`src/rtl/timer_peripheral.sv`:
```
// timer_peripheral
//
// Memory-mapped 32-bit timer for a small CPU data bus.
//   0x40000000  TH    reload value loaded into TL on overflow
//   0x40000004  TL    the counter itself
//   0x40000008  TCON  [0] enable, [1] interrupt enable,
//                     [2] interrupt pending, [3] one-shot
//   0x40000014  SYSTICK read-only free-running cycle counter, only when the
//               build defines TIMER_SYSTICK_EN
//
// Ports
//   clk         system clock, all state changes on its rising edge
//   reset       synchronous active-high reset
//   MemRead     bus read strobe
//   MemWrite    bus write strobe
//   address     byte address of the access (must be word aligned to match)
//   write_data  store data
//   read_data   load data, combinational, zero unless a read hits this block
//   hit         address decodes to one of this block's registers
//   IRQ         interrupt request, interrupt enable AND pending
//
// Optional feature macro: TIMER_SYSTICK_EN

module timer_peripheral (
    input  logic        clk,
    input  logic        reset,
    input  logic        MemRead,
    input  logic        MemWrite,
    input  logic [31:0] address,
    input  logic [31:0] write_data,
    output logic [31:0] read_data,
    output logic        hit,
    output logic        IRQ
);

    localparam logic [31:0] TH_ADDR   = 32'h4000_0000;
    localparam logic [31:0] TL_ADDR   = 32'h4000_0004;
    localparam logic [31:0] TCON_ADDR = 32'h4000_0008;

    typedef enum logic {IDLE, RUN} state_t;

    state_t      state;
    logic [31:0] th;
    logic [31:0] tl;
    logic        int_enable;
    logic        pending;
    logic        one_shot;

    logic        sel_th;
    logic        sel_tl;
    logic        sel_tcon;
    logic        sel_systick;
    logic        write_th;
    logic        write_tl;
    logic        write_tcon;
    logic        overflow;
    logic [31:0] tcon_value;

    // Exact 32-bit compares also reject misaligned addresses.
    assign sel_th   = (address == TH_ADDR);
    assign sel_tl   = (address == TL_ADDR);
    assign sel_tcon = (address == TCON_ADDR);

`ifdef TIMER_SYSTICK_EN
    localparam logic [31:0] SYSTICK_ADDR = 32'h4000_0014;
    logic [31:0] systick;

    assign sel_systick = (address == SYSTICK_ADDR);

    // Free-running cycle counter; never written by the bus.
    always_ff @(posedge clk) begin
        if (reset) begin
            systick <= 32'h0;
        end else begin
            systick <= systick + 32'h1;
        end
    end
`else
    assign sel_systick = 1'b0;
`endif

    // The block is invisible to the bus while reset is held.
    assign hit = !reset && (sel_th || sel_tl || sel_tcon || sel_systick);

    assign write_th   = MemWrite && hit && sel_th;
    assign write_tl   = MemWrite && hit && sel_tl;
    assign write_tcon = MemWrite && hit && sel_tcon;

    // A TL store in the same cycle pre-empts the wrap, so no reload and no
    // interrupt come from a counter value that software is replacing.
    assign overflow = (state == RUN) && (tl == 32'hFFFF_FFFF) && !write_tl;

    assign tcon_value = {28'h0, one_shot, pending, int_enable, state == RUN};

    assign IRQ = int_enable && pending;

    always_comb begin
        read_data = 32'h0;
        if (MemRead && hit) begin
            if (sel_th) begin
                read_data = th;
            end else if (sel_tl) begin
                read_data = tl;
            end else if (sel_tcon) begin
                read_data = tcon_value;
            end
`ifdef TIMER_SYSTICK_EN
            else if (sel_systick) begin
                read_data = systick;
            end
`endif
        end
    end

    // Timer FSM and its registers. The enable bit of TCON is the state
    // itself, so IDLE/RUN and TCON[0] can never disagree.
    always_ff @(posedge clk) begin
        if (reset) begin
            state      <= IDLE;
            th         <= 32'h0;
            tl         <= 32'h0;
            int_enable <= 1'b0;
            pending    <= 1'b0;
            one_shot   <= 1'b0;
        end else begin
            if (write_th) begin
                th <= write_data;
            end

            if (write_tl) begin
                tl <= write_data;
            end else if (overflow) begin
                tl <= th;
            end else if (state == RUN) begin
                tl <= tl + 32'h1;
            end

            // A TCON store overrides the overflow side effects on enable,
            // but a pending interrupt raised in the same cycle still lands.
            if (write_tcon) begin
                state      <= write_data[0] ? RUN : IDLE;
                int_enable <= write_data[1];
                pending    <= write_data[2] || (overflow && int_enable);
                one_shot   <= write_data[3];
            end else if (overflow) begin
                if (int_enable) begin
                    pending <= 1'b1;
                end
                if (one_shot) begin
                    state <= IDLE;
                end
            end
        end
    end

endmodule
```
`config.mk`:
```
export PLATFORM = sky130hd
export DESIGN_NAME = timer_peripheral
export DESIGN_NICKNAME = d
export VERILOG_FILES = /design/src/rtl/timer_peripheral.sv
export SDC_FILE = /design/constraint.sdc
export NUM_CORES = 1
export LEC_CHECK = 0
export ABC_AREA = 0
export CAP_MARGIN = 20
export CORE_MARGIN = 3
export CORE_UTILIZATION = 25
export CTS_CLUSTER_DIAMETER = 50
export CTS_CLUSTER_SIZE = 14
export DETAILED_ROUTE_END_ITERATION = 12
export PLACE_DENSITY = 0.47
export SYNTH_ARGS = -nofsm -noshare
export SYNTH_HDL_FRONTEND = slang
export SYNTH_SLANG_ARGS = --single-unit
```
`constraint.sdc`:
```
create_clock -name clk -period 5 [get_ports clk]
set_clock_uncertainty 0.1 [all_clocks]
set_input_delay 1.5 -clock clk [delete_from_list [all_inputs] [get_ports clk]]
set_output_delay 1.5 -clock clk [all_outputs]
set_load 0.01 [all_outputs]
```
# --- Word level (Yosys, flattened, before mapping) ---
# Cells that the tools add are included.
word_totals:
  n_memories: 0
  latchBits: 0
  elab_cells: 46
  out_inout_bits: 34
  ff_bits: 68
  ram_bits: 0
  mem_bits_ro: 0
  in_bits: 68
op_classes:
  shifts: 0
  multipliers: 0
  order_cmp: 0
  n_eq_ne: 4
  mux: 14
  add_sub_neg: 1
  div_mod_pow: 0
  reduce_logical: 21
  bitwise: 0
ops:
  columns: ["op", "n"]
  rows:
  - ["two-way mux 32 bit", 6]
  - ["equality test 32 x 31 -> 1 bit (second input constant)", 3]
  - ["adder 32 x 1 -> 32 bit (second input constant)", 1]
  - ["equality test 32 bit (second input constant)", 1]
  - ["logical AND 1 bit", 10]
  - ["two-way mux 1 bit", 7]
  - ["nonzero test 2 bit", 3]
  - ["two-way mux 4 bit", 1]
  - ["AND reduction 2 bit", 2]
  - ["logical OR 1 bit", 3]
  - ["nonzero test 3 bit", 1]
  - ["zero test 1 bit", 2]

# --- Longest topological paths before layout ---
# Gate-level depths: netlist of run 1.
logic_depth:
  depth_word: 11
  ltp_mapped: 9

# --- Worst setup path before layout of run 1 ---
# No wires, ideal clock.
synth_path:
  path_kind: "input -> output"
  start: "in address[29]"
  end: "out read_data[11]"
  t_arrival_ns: 3.295
  path_buffers: 2
  required_ns: 3.400
  path_stages: 8
  path_slack_ns: 0.105
  cell_sequence: "nor4b_1 nand4_1 or2_1 clkbuf_1 a211oi_1 nand2_1 buf_1 nor2_1"
synth_between:
  elab_chain_len: 6
  word_cells_on_any_way: 10
  cone_classes: "eq/ne: 3; mux: 3; reduce/logical: 4"
synth_lines:
  columns: ["element", "line", "text"]
  rows:
  - ["start, declared", "29", "input logic [31:0] address,"]
  - ["equality test 32 x 31 -> 1 bit, on equally long branches", "60, 61", null]
  - ["logical OR 1 bit", "83", "assign hit = !reset && (sel_th || sel_tl || sel_tcon || sel_systick);"]
  - ["logical OR 1 bit (*)", "83", null]
  - ["logical AND 1 bit (*)", "83", null]
  - ["net hit", "32", "output logic hit,"]
  - ["logical AND 1 bit (*)", "99", "if (MemRead && hit) begin"]
  - ["two-way mux 32 bit (*)", "99", null]
  - ["end, declared", "31", "output logic [31:0] read_data,"]
# Mark *: on every way through the listed nets, which the timed path passes. The rest lies on a longest branch.

# --- Worst setup path after layout of run 1 ---
layout_path:
  start: "in address[9]"
  end: "out read_data[11]"
layout_between:
  elab_chain_len: 6
  word_cells_on_any_way: 10
  cone_classes: "eq/ne: 3; mux: 3; reduce/logical: 4"
layout_lines:
  columns: ["element", "line"]
  rows:
  - ["equality test 32 x 31 -> 1 bit, on equally long branches", "60, 61"]
  - ["logical OR 1 bit (2 in series)", "83"]
  - ["logical AND 1 bit", "83"]
  - ["logical AND 1 bit", "99"]
  - ["two-way mux 32 bit (*)", "99"]
# Every way passes the cells marked *; elsewhere a longest branch is shown, timed or not.

==> results of run 1 <==
-- final timing paths --
path	startpoint	cells past startpoint	to	slack, ns
setup / recovery	address[9]	11	read_data[11]	-0.03
hold / removal	th[17]	2	th[17]	0.37
setup reg to reg	tl[0]	7	tl[12]	1.87
hold reg to reg	th[17]	2	th[17]	0.37
-- cell usage after synthesis, types with 3 or more instances --
cell      number
and2_2         3
xnor2_1        5
or3_1          5
nor2_1        73
dfxtp_1       68
a21oi_1       66
xor2_1         9
a311o_1        4
mux2i_1       10
nand4_1        8
o211ai_1       8
a22o_1         4
and3_1         7
nor3_1         9
a211oi_1       9
clkbuf_2       3
nor4_1        14
clkbuf_1      36
inv_1          6
buf_2          3
a31oi_1        6
nand3_1       20
nand2_1      115
a21o_1         5
a22oi_1       29
o21ai_0        9
-- state kept, by name (all words and copies together), names as in the netlist --
signal,count
pending,1
one_shot,1
int_enable,1
state,1
tl,32
th,32
-- cell families (layout without fill, tap and decap cells) --
group,after synthesis,count (layout),synth area share (%)
buf+inv,55,159,5.68
xor+xnor,14,14,2.95
simple gates,278,278,31.4
compound gates,156,156,24.3
fa+ha+maj,1,1,0.301
flops,68,68,32.7
mux,11,11,2.68
-- tightest hold or removal path, stage by stage (launching register included) --
cell     delay, ns
dfxtp_1       0.32
nand2_1       0.06
a21oi_1       0.05
-- final cells by class --
class                           instances  area, um^2
Multi-Input combinational cell        460        2870
Fill cell                            1645        9890
Timing Repair Buffer                  137        1370
Sequential cell                        68        1360
Clock buffer                           13         260
Inverter                                7        26.3
Clock inverter                          2        10.0
Tap cell                              216         270
-- routing by layer --
| layer | share of wire, % | wire length (um) | up-vias | track usage (%) |
|---|---|---|---|---|
| li1 | - | - | 2281 | - |
| met1 | 45 | 7500 | 2242 | 23.6 |
| met2 | 49 | 8150 | 140 | 30.9 |
| met3 | 4.8 | 803 | 18 | 3.73 |
| met4 | 1.6 | 265 | 0 | 5.60 |
| met5 | 0 | 0 | - | 0 |
-- layout by cell type, fill, tap and decap left out, types with 9 or more instances in the layout --
cell / count
nand2_1: 114
dfxtp_1: 68
a21oi_1: 66
nor2_1: 48
clkdlybuf4s50_1: 37
buf_6: 32
a22oi_1: 28
nor2_4: 24
buf_4: 22
nand3_1: 20
clkbuf_2: 15
mux2i_1: 10
clkbuf_16: 10
xor2_1: 9
o21ai_0: 9
nor3_1: 9
buf_2: 9
-- repair_timing --
| action | 4_1_cts | 5_1_grt |
|---|---|---|
| buffers inserted | 7 | 1 |
| setup endpoints to repair | 33 | 32 |
| gates cloned | 4 | 1 |
| gates resized for setup | 193 | 113 |
| pin swaps | 6 | 34 |
-- power by group through the flow --
| stage | Sequential [mW] | Combinational (mW) | Clock (mW) |
|---|---|---|---|
| after CTS | 0.544 | 0.0812 | 0.612 |
| after global routing | 0.544 | 0.0888 | 0.632 |
| after detailed placement | 0.556 | 0.0840 | 0 |
| final | 0.544 | 0.0830 | 0.597 |
| after global placement | 0.556 | 0.0836 | 0 |
| after floorplan | 0.555 | 0.0179 | 0 |
-- per-stage QoR --
step | std cells | hold slack (ns) | area (um^2)
final | 903 | 0.369 | 6170
after global routing | 903 | 0.385 | 6170
after CTS | 900 | 0.372 | 5820
after detailed placement | 874 | 0.360 | 5450
after global placement | 874 | 0.355 | 5450
after floorplan | 583 | 0.342 | 4160
==> impl_metrics.py, run 1 <==
metrics = {
    "outcome": {
        "status": "complete, but fails checks",
        "violations": "negative setup slack",
    },
    "layout": {
        "n_antenna_cell": 0,
        "fin_util_pct": 38.4,
        "drive_gt1_share_pct": 22.9,
        "nets": 752,
        "syn_to_final_growth_pct": 48.3,
    },
    "drt": {
        "drtIter0Drc": 426,
        "antenna_left": 0,
        "drc": 0,
        "dr_total_vias": 4681,
        "wire_per_inst_um": 18.5,
        "dr.pass1.iters": 5,
        "totalWireLength_um": 16700,
        "vias_per_cell": 5.18,
    },
    "job": {
        "max-cap-violations": 0,
    },
    "setup_path": {
        "worst-path-buf-inv": 5,
        "critPathKind": "in -> out",
        "crit_top_cell": "buf_6",
        "cp_top_family": "simple AND/OR/NAND/NOR gates",
        "path_max_fanout": 8,
        "startpoint_type": "primary input",
        "cp_data_required_time_ns": 3.40,
        "end_kind": "output port",
        "worst_path_largest_cell_delay_ns": 0.28,
        "crit_chain": "clkdlybuf4s15_1, nor4_2, nand4_1, or2_4, buf_6, a211oi_4, nand2_4, buf_16, buf_12, nor2_4, buf_6",
        "arrival_ns": 3.43,
        "crit_slowest_cell": "or2_4",
    },
    "logic_synthesis": {
        "synth_warnings": 0,
        "ys_top_cells_by_area": "dfxtp_1 (33%), nand2_1 (10%), a21oi_1 (7.9%)",
        "postSynthAreaPerCell_um2": 7.14,
        "synth_cells": 583,
        "ys_seq_area_share_pct": 32.7,
        "synth_seq_cells": 68,
        "async_flop_share_pct": 0,
        "ys_types": 58,
        "syn_area_mm2": 0.00416,
        "synth_area_leader_cell": "dfxtp_1",
        "ys.flop_type": "dfxtp_1",
        "synth_top_area_share_pct": 32.7,
        "synth_edf_count": 0,
        "syn-num-nets": 652,
    },
    "die": {
        "design.portCount": 102,
        "dieArea_mm2": 0.0182,
        "core_mm2": 0.0161,
        "fp.dieW_um": 135,
        "initial_core_util_pct": 25.9,
        "rows": 46,
        "die_height_um": 135,
    },
    "timing": {
        "layout_min_cycle_time_ns": 5.03,
        "setup_viol": 1,
        "tightest_slew_ns": 0.799,
        "drv_slew": 0,
        "tns_ns": -0.0283,
        "rsz0062_at_grt": "yes",
        "slew_headroom_pct": 46.7,
        "timing.final.ws_setup_ns": -0.0283,
        "hold_viol_final": 0,
        "fmax_ghz": 0.199,
        "fin_crit_sh_pct": 101,
    },
    "power": {
        "p_per_area_mw_per_mm2": 198,
        "power.total_mw": 1.22,
        "p_seq_share_pct": 44.4,
        "internal_power_mw": 0.948,
        "p_leak_nw": 2.05,
        "clock_power_share_pct": 48.8,
        "p_switching_mw": 0.276,
        "irDropWorstVdd_mv": 0.159,
        "power_frac_comb_pct": 6.8,
        "switching_share_pct": 22.5,
    },
    "cts": {
        "clock_path_buffers": 2,
        "cts_inserted_buffers": 9,
        "tritoncts": "yes",
        "clock-sinks": 68,
        "htreeDepth": 3,
        "root_buffer": "clkbuf_16",
        "clk_latency_ns": 0.34,
        "hold_buffers": 0,
        "clkTransAtPathRegs_ns": 0.05,
    },
    "placement": {
        "detailedPlace.worstSlack_ns": -0.610,
        "gp_congestion": 0.761,
        "io_buffers": 101,
        "place_hpwl_um": 10000,
    },
    "global_route": {
        "antenna_found_initial": 0,
        "grt_max_degree": 71,
        "grt_first_pass_wirelength_um": 25800,
        "grtUsageTotal_pct": 18.3,
        "grt_pass1_vias": 4608,
        "grt-ovfl-total": 0,
    },
    "worst_hold_path": {
        "hold_class": "reg -> reg",
    },
}
Note: power is estimated with default switching activity, not from simulation.
==> inputs of run 2 (changes only) <==
Settings changed: CAP_MARGIN 20 to not set, SKIP_CTS_REPAIR_TIMING set to 1.
==> run 2 against run 1 <==
Effect of this change:
- sequential cell count did not move
- worst hold slack improved by 0.00076 ns
- the flow now finishes without violations
- largest cell class unchanged
- critical endpoint is now read_data[7]
- fmax rose by 1.4%
- wire length rose by 3.9%
==> impl_metrics.py, run 2 (synthesis results as in run 1) <==
metrics = {
    "drt": {
        "wire_per_inst_um": 19.2,
        "antenna_left": 0,
        "vias_per_cell": 5.18,
        "totalWireLength_um": 17400,
        "drtIter0Drc": 472,
        "dr.pass1.iters": 6,
        "dr_total_vias": 4692,
        "drc": 0,
    },
    "setup_path": {
        "reg2reg_depth": 7,
        "arrival_ns": 3.36,
        "r2r_setup_slack_ns": 1.57,
        "worst_path_largest_cell_delay_ns": 0.30,
        "end_kind": "output port",
        "crit_chain": "clkbuf_2, nor4b_4, nand4_1, or2_4, nor3_4, buf_6, buf_4, buf_12, a22oi_1, nor2_1, dlymetal6s2s_1",
        "cp_data_required_time_ns": 3.40,
        "startpoint_type": "primary input",
        "critPathKind": "in -> out",
        "r2r_end": "tl[9]",
        "rr_startpoint": "tl[0]",
        "crit_slowest_cell": "or2_4",
        "path_max_fanout": 14,
    },
    "timing": {
        "drv_slew": 0,
        "fin_crit_sh_pct": 99.2,
        "fmax_ghz": 0.202,
        "layout_min_cycle_time_ns": 4.96,
        "setup_viol": 0,
        "timing.final.ws_setup_ns": 0.0391,
        "slew_headroom_pct": 29.5,
        "tightest_slew_ns": 1.05,
        "tns_ns": 0,
        "hold_viol_final": 0,
    },
    "die": {
        "design.portCount": 102,
        "die_height_um": 135,
        "core_mm2": 0.0161,
        "dieArea_mm2": 0.0182,
        "initial_core_util_pct": 25.9,
        "fp.dieW_um": 135,
        "rows": 46,
    },
    "global_route": {
        "grt_max_degree": 71,
        "grtUsageTotal_pct": 17.1,
        "grt_pass1_vias": 4504,
        "antenna_found_initial": 0,
        "grt-ovfl-total": 0,
        "grt_first_pass_wirelength_um": 24400,
    },
    "outcome": {
        "status": "complete, no violations",
    },
    "cts": {
        "clk_latency_ns": 0.34,
        "tritoncts": "yes",
        "clock-sinks": 68,
        "root_buffer": "clkbuf_16",
        "cts_inserted_buffers": 9,
        "clkTransAtPathRegs_ns": 0.05,
        "clock_path_buffers": 2,
        "htreeDepth": 3,
    },
    "layout": {
        "n_antenna_cell": 0,
        "mostFrequentLayoutCells": "nand2_1 (114), nor2_1 (70), dfxtp_1 (68)",
        "fin_cells": 905,
        "drive_gt1_share_pct": 15.5,
        "final_common_cell": "nand2_1",
        "syn_to_final_growth_pct": 46.9,
        "final_area_mm2": 0.00611,
        "reg_top3": "th (32), tl (32)",
        "fin_util_pct": 38.1,
        "nets": 754,
    },
    "power": {
        "p_per_area_mw_per_mm2": 201,
        "p_leak_nw": 2.61,
        "irDropWorstVdd_mv": 0.189,
    },
    "worst_hold_path": {
        "min_path_cells": 2,
        "min-delay-start": "th[17]",
        "whs_endpoint": "th[17]",
        "hold_class": "reg -> reg",
    },
    "placement": {
        "io_buffers": 101,
        "gp_congestion": 0.761,
        "placed_area_mm2": 0.00545,
        "place_hpwl_um": 10000,
        "detailedPlace.worstSlack_ns": -0.610,
        "place_inst": 874,
    },
    "job": {
        "max-cap-violations": 0,
    },
}
==> run 2: how the worst max path moves through the flow <==
stage / startpoint / to / cells past startpoint
final: address[28] / read_data[7] / 11
after global routing: address[28] / read_data[29] / 10
after global placement: address[5] / read_data[10] / 9
after floorplan: address[29] / read_data[11] / 8
after detailed placement: address[6] / read_data[29] / 9
after CTS: address[6] / read_data[19] / 9
==> run 2: metrics by stage <==
step / power (mW) / hold slack (ns)
2_1_floorplan: 0.573 / 0.342
3_3_place_gp: 0.639 / 0.355
3_5_place_dp: 0.640 / 0.360
4_1_cts: 1.24 / 0.368
5_1_grt: 1.27 / 0.390
6_report: 1.23 / 0.369
==> run 2: final cells by class <==
type / count / area (um^2)
fill: 1668 / 9950
multi-input combinational: 460 / 2720
timing repair buffer: 139 / 1470
sequential: 68 / 1360
tap: 216 / 270
clock buffer: 13 / 260
inverter: 7 / 26.3
clock inverter: 2 / 10.0
==> run 2: layer usage <==
| layer | track usage (%) | wire length (um) | up-vias | share of wire, % |
|---|---|---|---|---|
| li1 | - | - | 2284 | - |
| met1 | 21.8 | 7660 | 2244 | 44 |
| met2 | 29.5 | 8450 | 142 | 49 |
| met3 | 3.35 | 842 | 22 | 4.9 |
| met4 | 4.76 | 408 | 0 | 2.4 |
| met5 | 0 | 0 | - | 0 |
==> run 2: power breakdown <==
part	switching [mW]	internal, mW	leakage (nW)
combinational	0.0375	0.0491	1.93
sequential	0.00124	0.543	0.547
clock	0.236	0.358	0.135
==> run 2: worst max-delay path, delay by kind of cell <==
kind	cells	cell delay [ns]
and+or+nand+nor	5	1.04
buffers and inverters	5	0.69
AOI/OAI and AO/OA	1	0.12
